**src/rtl/debounce_bank.sv**
```systemverilog
// ---------------------------------------------------------------------------
// debounce_bank
//   Multi-channel button/switch conditioner. Each raw input is synchronised,
//   debounced against a shared prescaled tick, and turned into a clean level,
//   one-cycle press/release pulses and an optional auto-repeat pulse train.
//
// Ports
//   clock_i       system clock
//   reset_i       asynchronous active-high reset, clears every flop at once
//   noisy_i       raw asynchronous inputs (low = pressed when ACTIVE_LOW=1)
//   repeat_en_i   per-channel auto-repeat enable, synchronous to clock_i
//   clean_o       debounced level, 1 = pressed
//   press_o       1-cycle pulse, the cycle after clean_o rises
//   release_o     1-cycle pulse, the cycle after clean_o falls
//   repeat_o      1-cycle auto-repeat pulse while a channel stays held
//   any_change_o  OR of all press/release pulses, same cycle
// ---------------------------------------------------------------------------
module debounce_bank #(
    parameter int N_CH                = 17,
    parameter int ACTIVE_LOW          = 1,
    parameter int SYNC_STAGES         = 2,
    parameter int TICK_DIV            = 650,
    parameter int STABLE_TICKS        = 1000,
    parameter int REPEAT_DELAY_TICKS  = 50000,
    parameter int REPEAT_PERIOD_TICKS = 10000
) (
    input  logic            clock_i,
    input  logic            reset_i,
    input  logic [N_CH-1:0] noisy_i,
    input  logic [N_CH-1:0] repeat_en_i,
    output logic [N_CH-1:0] clean_o,
    output logic [N_CH-1:0] press_o,
    output logic [N_CH-1:0] release_o,
    output logic [N_CH-1:0] repeat_o,
    output logic            any_change_o
);

    // Bits needed to hold 0..value-1 (at least one bit).
    function automatic int clog2w(input int value);
        int w;
        w = 1;
        for (int i = 1; i < 31; i++) begin
            if ((32'sd1 <<< i) < value) begin
                w = i + 1;
            end
        end
        return w;
    endfunction

    localparam int RPT_MAX = (REPEAT_DELAY_TICKS > REPEAT_PERIOD_TICKS) ?
                             REPEAT_DELAY_TICKS : REPEAT_PERIOD_TICKS;
    localparam int PRE_W   = clog2w(TICK_DIV);
    localparam int CNT_W   = clog2w(STABLE_TICKS);
    localparam int RCNT_W  = clog2w(RPT_MAX);

    localparam logic [PRE_W-1:0]  PRE_LAST = PRE_W'(TICK_DIV - 1);
    localparam logic [PRE_W-1:0]  PRE_ONE  = PRE_W'(1);
    localparam logic [CNT_W-1:0]  CNT_LAST = CNT_W'(STABLE_TICKS - 1);
    localparam logic [CNT_W-1:0]  CNT_ONE  = CNT_W'(1);
    localparam logic [RCNT_W-1:0] DLY_LAST = RCNT_W'(REPEAT_DELAY_TICKS - 1);
    localparam logic [RCNT_W-1:0] PER_LAST = RCNT_W'(REPEAT_PERIOD_TICKS - 1);
    localparam logic [RCNT_W-1:0] RCNT_ONE = RCNT_W'(1);

    // Raw level that means "released", so the synchroniser wakes up idle.
    localparam logic [N_CH-1:0] SYNC_RST = (ACTIVE_LOW != 0) ? {N_CH{1'b1}} : {N_CH{1'b0}};

    typedef enum logic [1:0] {
        RS_IDLE  = 2'd0,
        RS_DELAY = 2'd1,
        RS_RPT   = 2'd2
    } rstate_t;

    logic [SYNC_STAGES-1:0][N_CH-1:0] sync_q;
    logic [N_CH-1:0]                  s_s;

    logic [PRE_W-1:0]                 presc_q;
    logic [PRE_W-1:0]                 presc_d;
    logic                             tick_s;

    logic [N_CH-1:0][CNT_W-1:0]       cnt_q;
    logic [N_CH-1:0][CNT_W-1:0]       cnt_d;
    logic [N_CH-1:0]                  clean_q;
    logic [N_CH-1:0]                  clean_d;
    logic [N_CH-1:0]                  clean_dly_q;

    logic [N_CH-1:0]                  press_q;
    logic [N_CH-1:0]                  press_d;
    logic [N_CH-1:0]                  release_q;
    logic [N_CH-1:0]                  release_d;
    logic                             any_q;
    logic                             any_d;

    rstate_t [N_CH-1:0]               rstate_q;
    rstate_t [N_CH-1:0]               rstate_d;
    logic [N_CH-1:0][RCNT_W-1:0]      rcnt_q;
    logic [N_CH-1:0][RCNT_W-1:0]      rcnt_d;
    logic [N_CH-1:0]                  repeat_q;
    logic [N_CH-1:0]                  repeat_d;

    // Synchroniser shift chain; the oldest stage is the usable sample.
    always_ff @(posedge clock_i or posedge reset_i) begin
        if (reset_i) begin
            sync_q <= {SYNC_STAGES{SYNC_RST}};
        end else begin
            sync_q <= {sync_q[SYNC_STAGES-2:0], noisy_i};
        end
    end

    // Normalise polarity so that 1 always means pressed downstream.
    always_comb begin
        if (ACTIVE_LOW != 0) begin
            s_s = ~sync_q[SYNC_STAGES-1];
        end else begin
            s_s = sync_q[SYNC_STAGES-1];
        end
    end

    // Shared prescaler next state and tick strobe.
    always_comb begin
        tick_s = (presc_q == PRE_LAST);
        if (tick_s) begin
            presc_d = '0;
        end else begin
            presc_d = presc_q + PRE_ONE;
        end
    end

    // Prescaler register.
    always_ff @(posedge clock_i or posedge reset_i) begin
        if (reset_i) begin
            presc_q <= '0;
        end else begin
            presc_q <= presc_d;
        end
    end

    // Debounce next state: a differing level must survive STABLE_TICKS
    // consecutive ticks; any return to the clean level restarts the count.
    always_comb begin
        cnt_d   = cnt_q;
        clean_d = clean_q;
        for (int ch = 0; ch < N_CH; ch++) begin
            if (s_s[ch] == clean_q[ch]) begin
                cnt_d[ch] = '0;
            end else if (tick_s) begin
                if (cnt_q[ch] >= CNT_LAST) begin
                    clean_d[ch] = s_s[ch];
                    cnt_d[ch]   = '0;
                end else begin
                    cnt_d[ch] = cnt_q[ch] + CNT_ONE;
                end
            end else begin
                cnt_d[ch] = cnt_q[ch];
            end
        end
    end

    // Debounce counters, clean levels and the one-cycle-delayed copy used
    // for edge detection.
    always_ff @(posedge clock_i or posedge reset_i) begin
        if (reset_i) begin
            cnt_q       <= '0;
            clean_q     <= '0;
            clean_dly_q <= '0;
        end else begin
            cnt_q       <= cnt_d;
            clean_q     <= clean_d;
            clean_dly_q <= clean_q;
        end
    end

    // Edge pulses: compare clean with its previous value, so the pulse
    // lands in the cycle after clean changes.
    always_comb begin
        press_d   = clean_q & ~clean_dly_q;
        release_d = ~clean_q & clean_dly_q;
        any_d     = |(press_d | release_d);
    end

    // Registered edge pulses.
    always_ff @(posedge clock_i or posedge reset_i) begin
        if (reset_i) begin
            press_q   <= '0;
            release_q <= '0;
            any_q     <= 1'b0;
        end else begin
            press_q   <= press_d;
            release_q <= release_d;
            any_q     <= any_d;
        end
    end

    // Repeat FSMs. Dropping clean or repeat_en forces IDLE and wins over a
    // pulse due in the same cycle. Arming only happens on the press pulse,
    // so enabling repeat on an already-held key does nothing until re-press.
    always_comb begin
        rstate_d = rstate_q;
        rcnt_d   = rcnt_q;
        repeat_d = '0;
        for (int ch = 0; ch < N_CH; ch++) begin
            if (!clean_q[ch] || !repeat_en_i[ch]) begin
                rstate_d[ch] = RS_IDLE;
                rcnt_d[ch]   = '0;
            end else begin
                case (rstate_q[ch])
                    RS_IDLE: begin
                        if (press_q[ch]) begin
                            rstate_d[ch] = RS_DELAY;
                            rcnt_d[ch]   = '0;
                        end else begin
                            rstate_d[ch] = RS_IDLE;
                        end
                    end
                    RS_DELAY: begin
                        if (tick_s) begin
                            if (rcnt_q[ch] >= DLY_LAST) begin
                                repeat_d[ch] = 1'b1;
                                rstate_d[ch] = RS_RPT;
                                rcnt_d[ch]   = '0;
                            end else begin
                                rcnt_d[ch] = rcnt_q[ch] + RCNT_ONE;
                            end
                        end else begin
                            rcnt_d[ch] = rcnt_q[ch];
                        end
                    end
                    RS_RPT: begin
                        if (tick_s) begin
                            if (rcnt_q[ch] >= PER_LAST) begin
                                repeat_d[ch] = 1'b1;
                                rcnt_d[ch]   = '0;
                            end else begin
                                rcnt_d[ch] = rcnt_q[ch] + RCNT_ONE;
                            end
                        end else begin
                            rcnt_d[ch] = rcnt_q[ch];
                        end
                    end
                    default: begin
                        rstate_d[ch] = RS_IDLE;
                        rcnt_d[ch]   = '0;
                    end
                endcase
            end
        end
    end

    // Repeat state, tick counters and registered repeat pulses.
    always_ff @(posedge clock_i or posedge reset_i) begin
        if (reset_i) begin
            rstate_q <= {N_CH{RS_IDLE}};
            rcnt_q   <= '0;
            repeat_q <= '0;
        end else begin
            rstate_q <= rstate_d;
            rcnt_q   <= rcnt_d;
            repeat_q <= repeat_d;
        end
    end

    assign clean_o      = clean_q;
    assign press_o      = press_q;
    assign release_o    = release_q;
    assign repeat_o     = repeat_q;
    assign any_change_o = any_q;

endmodule

```
**config.mk**
```make
export PLATFORM = sky130hd
export DESIGN_NAME = debounce_bank
export DESIGN_NICKNAME = d
export VERILOG_FILES = /design/src/rtl/debounce_bank.sv
export SDC_FILE = /design/constraint.sdc
export NUM_CORES = 2
export LEC_CHECK = 0
export CAP_MARGIN = 5
export CORE_ASPECT_RATIO = 1.75
export CORE_UTILIZATION = 40
export CTS_BUF_LIST = sky130_fd_sc_hd__clkbuf_4 sky130_fd_sc_hd__clkbuf_8 sky130_fd_sc_hd__clkbuf_16
export CTS_CLUSTER_SIZE = 20
export DETAILED_ROUTE_END_ITERATION = 7
export PLACE_DENSITY = 0.67
export SLEW_MARGIN = 25
export SYNTH_ARGS = -nofsm -noshare
export SYNTH_HDL_FRONTEND = slang
export SYNTH_SLANG_ARGS = --single-unit
```
**constraint.sdc**
```tcl
create_clock -name clock_i -period 27.7 [get_ports clock_i]
set_input_delay 5.54 -clock clock_i [delete_from_list [all_inputs] [get_ports clock_i]]
set_output_delay 5.54 -clock clock_i [all_outputs]
set_load 0.03 [all_outputs]
```
==> results summary <==
The run finished with clean final reports. The gate count after technology mapping is 3,477. The synthesized design contains 606 register bits. No sink is reached through more buffers than the 3 on the longest clock path.

The number of antenna violations at the first check in global routing is 0. The worst setup path is launched from an input port. The number of hold violations in the final report is 0. The number of filler instances in the final layout came out at 7,540. CTS placed an instance of sky130_fd_sc_hd__clkbuf_16 at the clock tree root. The number of nets in the finished design came out at 3,743.

The count of nets left with antenna violations once routing finished came out at 0. The setup slack after layout came out at 19.23 ns. The total number of yosys warnings is 0. The number of global-route vias before repair came out at 26,080. Setup violations remaining at the end of the flow were counted as 0. The HPWL after detailed placement is 52,980 µm. The largest clock skew in the final design is 0.02500 ns. The share of post-route cells with drive strength above 1 came out at 6.357%.

The latest clock arrival within the worst-skew pair came out at 0.64 ns. Summing every instance area after synthesis gives 0.03222 mm². The final antenna diode count is 0. After clock tree synthesis, the clock-pin slew on the worst setup and hold paths is 0.06 ns. The number of max-cap violations came out at 0. STA classifies the critical path endpoint as an async pin. The completed layout was analyzed and its total power is 0.001776 W. The floorplan row count is 137. The share of total power dissipated in sequential elements is 50.2%. In this run, synthesis inferred 0 flip-flops with an integrated enable. Setup repair after global routing left no endpoint under its margin. The level count of the clock H-tree is 2. The data arrival time of the critical path is 9.15 ns.

The total clock buffers created by CTS came out at 57. For this run, asynchronously set or reset flops after synthesis account for 100.0%. The horizontal die dimension came out at 216.5 µm. The max-slew headroom at the worst pin is 32.03%.

The net count of the mapped netlist came out at 3,651. Among all stages on the critical path, the largest delay is contributed by sky130_fd_sc_hd__buf_4. After detailed routing, the average wire length per cell comes to 16.24 µm.

The synthesized area divided by synthesized cell count came out at 9.267 µm². The number of buffers and inverters on the critical path is 5. The top-level I/O count is 105. The static power due to leakage came out at 15.29 nW.

The time the final worst path needs with I/O delays and setup is 8.465 ns. After clock tree synthesis, the flow added hold-fix buffers numbering 0. In this run the tool buffered the top-level ports with 104 buffer cells. The ratio of routed vias to standard cells came out at 5.584.

The top achievable clock speed came out at 118.1 MHz. The remaining global-route overflow is 0. At the placement stage, the worst setup path has a slack of 18.01 ns. The DRC violation count after routing came out at 0. The critical path goes through clkdlybuf4s50_1 > inv_8 > buf_4 > buf_4 > buf_6. The net switching component of the power came out at 0.0003807 W. The core area is 0.07971 mm².

The path class of the lowest-slack min-delay path is reg2reg. Once layout is complete, the utilization of the core stands at 45.69%. The data required time at the worst endpoint came out at 28.39 ns. The number of setup buffers added after CTS is 0. The last weighted congestion value of the routability-driven placer came out at 0.8281.

The final max-slew violation count is 0. The number of gates given a new drive strength after cts came out at 0. The first-pass detailed-route iteration total came out at 5. The ratio of total power to cell area came out at 48.77 mW/mm². The share of the clock period used by the worst path after layout is 30.56%. The cell family with the largest share of critical-path delay is buffers and inverters. The worst-path maximum fanout is 121. For the pin with the worst max-slew slack, the measured transition is 1.012 ns.

For this run, the leading register cell type out of synthesis is sky130_fd_sc_hd__dfrtp_1. The chip height came out at 377.5 µm. The share of total power in combinational logic came out at 1.7%.

Global routing consumed, over all layers together, 18.70% of the routing resources. The portion of the post-synthesis area used by sequential elements came out at 47.20%. In the final timing run, aggregate negative setup slack is 0 ns. The initial standard-cell utilization of the core is 40.42%. The post-synthesis cell type count came out at 87. Across all layers, the routed design uses 26,020 vias. CTS saw 606 sinks. TritonCTS built the clock tree. The clock network fraction of design power is 48.1%. The global-route wire length before repair is 127,700 µm.

The most prevalent standard cell on the critical path is sky130_fd_sc_hd__buf_4. The design internal power is 0.001396 W. The die outline area is 0.08174 mm². The type of the setup path with the least slack is in2async. The post-layout instance area is 0.03642 mm². The synthesis-to-layout area growth came out at 13.04%.

Entering global routing, the biggest net connects 122 pins. The longest individual stage delay on the worst path is 0.81 ns. Once placement finished, the instance area stood at 0.03436 mm². The DRC violation total after the first TritonRoute iteration came out at 1,529.

The switching part of the total is 21.43%. VDD sags by at most 0.00005247 V. The total wire length after detailed routing is 75,670 µm.
layer usage:
metal | part of all wire, % | up-vias | wire length, µm | track usage, %
li1 | - | 12710 | - | -
met1 | 41 | 12760 | 31340 | 21.68
met2 | 52 | 426 | 39540 | 34.66
met3 | 3.1 | 124 | 2380 | 2.190
met4 | 3.2 | 0 | 2405 | 7.335
met5 | 0 | - | 0 | 0
final timing paths:
kind	startpoint	endpoint	slack, ns	cells past startpoint
max in group clock_i	clean_o[3]	clean_o[3]	20.09	1
worst min-delay path	sync_q[12]	sync_q[29]	0.36	0
worst min register to register	sync_q[12]	sync_q[29]	0.36	0
worst max-delay path	reset_i	rstate_q[0]	19.23	5
worst max register to register	presc_q[1]	rcnt_q[154]	24.16	8
min in group asynchronous	reset_i	press_o[2]	5.49	2
placed cells by master, fill, tap and decap left out, drive strengths merged, types with 21 or more instances in the layout:
cell           instances
a211oi                31
a21o                  37
a21oi                170
a22o                  74
a31oi                 51
and2                  28
and3                 118
buf                   24
clkbuf                85
clkdlybuf4s50        104
dfrtp                572
dfstp                 34
ha                   138
inv                  122
mux2i                 25
nand2                345
nand2b                50
nand3                197
nand3b                27
nand4                 61
nor2                 386
nor2b                 25
nor3                  85
nor3b                 25
nor4                  50
o211ai                21
o21ai                280
o31ai                 32
or3                   48
xnor2                 84
xor2                  45
Yosys cell counts, drive strengths merged (9+ instances only):
cell / number / area [µm²]
dfrtp: 572 / 14310
nor2: 386 / 1454
nand2: 345 / 1295
o21ai: 280 / 1401
nand3: 197 / 991.0
a21oi: 170 / 858.3
ha: 138 / 1727
inv: 120 / 450.4
and3: 118 / 738.2
nor3: 85 / 430.4
xnor2: 84 / 735.7
a22o: 74 / 648.1
clkbuf: 63 / 236.5
nand4: 61 / 381.6
a31oi: 51 / 319.1
nand2b: 50 / 312.8
nor4: 50 / 312.8
or3: 48 / 305.3
xor2: 45 / 394.1
a21o: 37 / 277.8
dfstp: 34 / 893.4
buf: 32 / 177.7
o31ai: 32 / 240.2
a211oi: 31 / 237.7
and2: 28 / 175.2
nand3b: 27 / 202.7
mux2i: 25 / 250.2
nor2b: 25 / 156.4
nor3b: 25 / 187.7
o211ai: 21 / 176.4
mux2: 20 / 225.2
nor4b: 19 / 166.4
or2: 18 / 112.6
or4: 16 / 120.1
a211o: 13 / 113.9
a22oi: 11 / 82.58
a311o: 11 / 110.1
a311oi: 10 / 87.58
o22ai: 10 / 62.56
o311ai: 10 / 87.59
o21a: 9 / 68.82
cells by family (layout without fill, tap and decap cells):
family,count (synthesis),after routing,synth area share (%)
buffers and inverters,215,356,2.683
AOI/OAI and AO/OA,828,828,16.47
adders and majority gates,138,138,5.359
xor gates and xnor gates,129,129,3.507
muxes,45,45,1.476
DFF,606,606,47.20
and+or+nand+nor,1516,1516,23.31
worst reg2reg max path, delay by kind of cell (launching register included):
family	cells	cell delay, ns
AO/OA/AOI/OAI	2	0.57
buffers and inverters	1	0.07
flip-flops	1	0.43
adder cells (fa/ha/maj)	1	0.17
AND/OR/NAND/NOR	4	2.22
cell type report:
| type | instances | area (µm²) | share of cell area, % |
|---|---|---|---|
| timing repair buffer | 128 | 1229 | 3.374 |
| clock buffer | 85 | 1734 | 4.761 |
| inverter | 120 | 457.9 | 1.257 |
| sequential | 606 | 15210 | 41.75 |
| multi-input combinational | 2656 | 16180 | 44.42 |
| tap | 1042 | 1304 | 3.580 |
| clock inverter | 23 | 311.5 | 0.8554 |
power groups by stage:
stage               Combinational [W]  Sequential (W)  Clock (W)
global placement            0.0000315        0.000908          0
detailed placement          0.0000317        0.000908          0
floorplan                   0.0000175        0.000908          0
CTS                         0.0000317        0.000891   0.000880
finish                      0.0000299        0.000891   0.000855
global route                0.0000350        0.000891   0.000910
registers in the layout (all words and copies together) (netlist names):
register,cells
sync_q,34
rcnt_q,272
clean_o,17
presc_q,10
rstate_q,34
clean_dly_q,17
press_o,17
any_change_o,1
cnt_q,170
repeat_o,17
release_o,17
stage by stage:
stage,cells,hold slack [ns]
after floorplan,3477,0.3452
after global placement,4552,0.3460
after detailed placement,4552,0.3500
after CTS,4660,0.3595
after global routing,4660,0.3613
final,4660,0.3588
No activity file was read; power rests on OpenSTA's default activity.
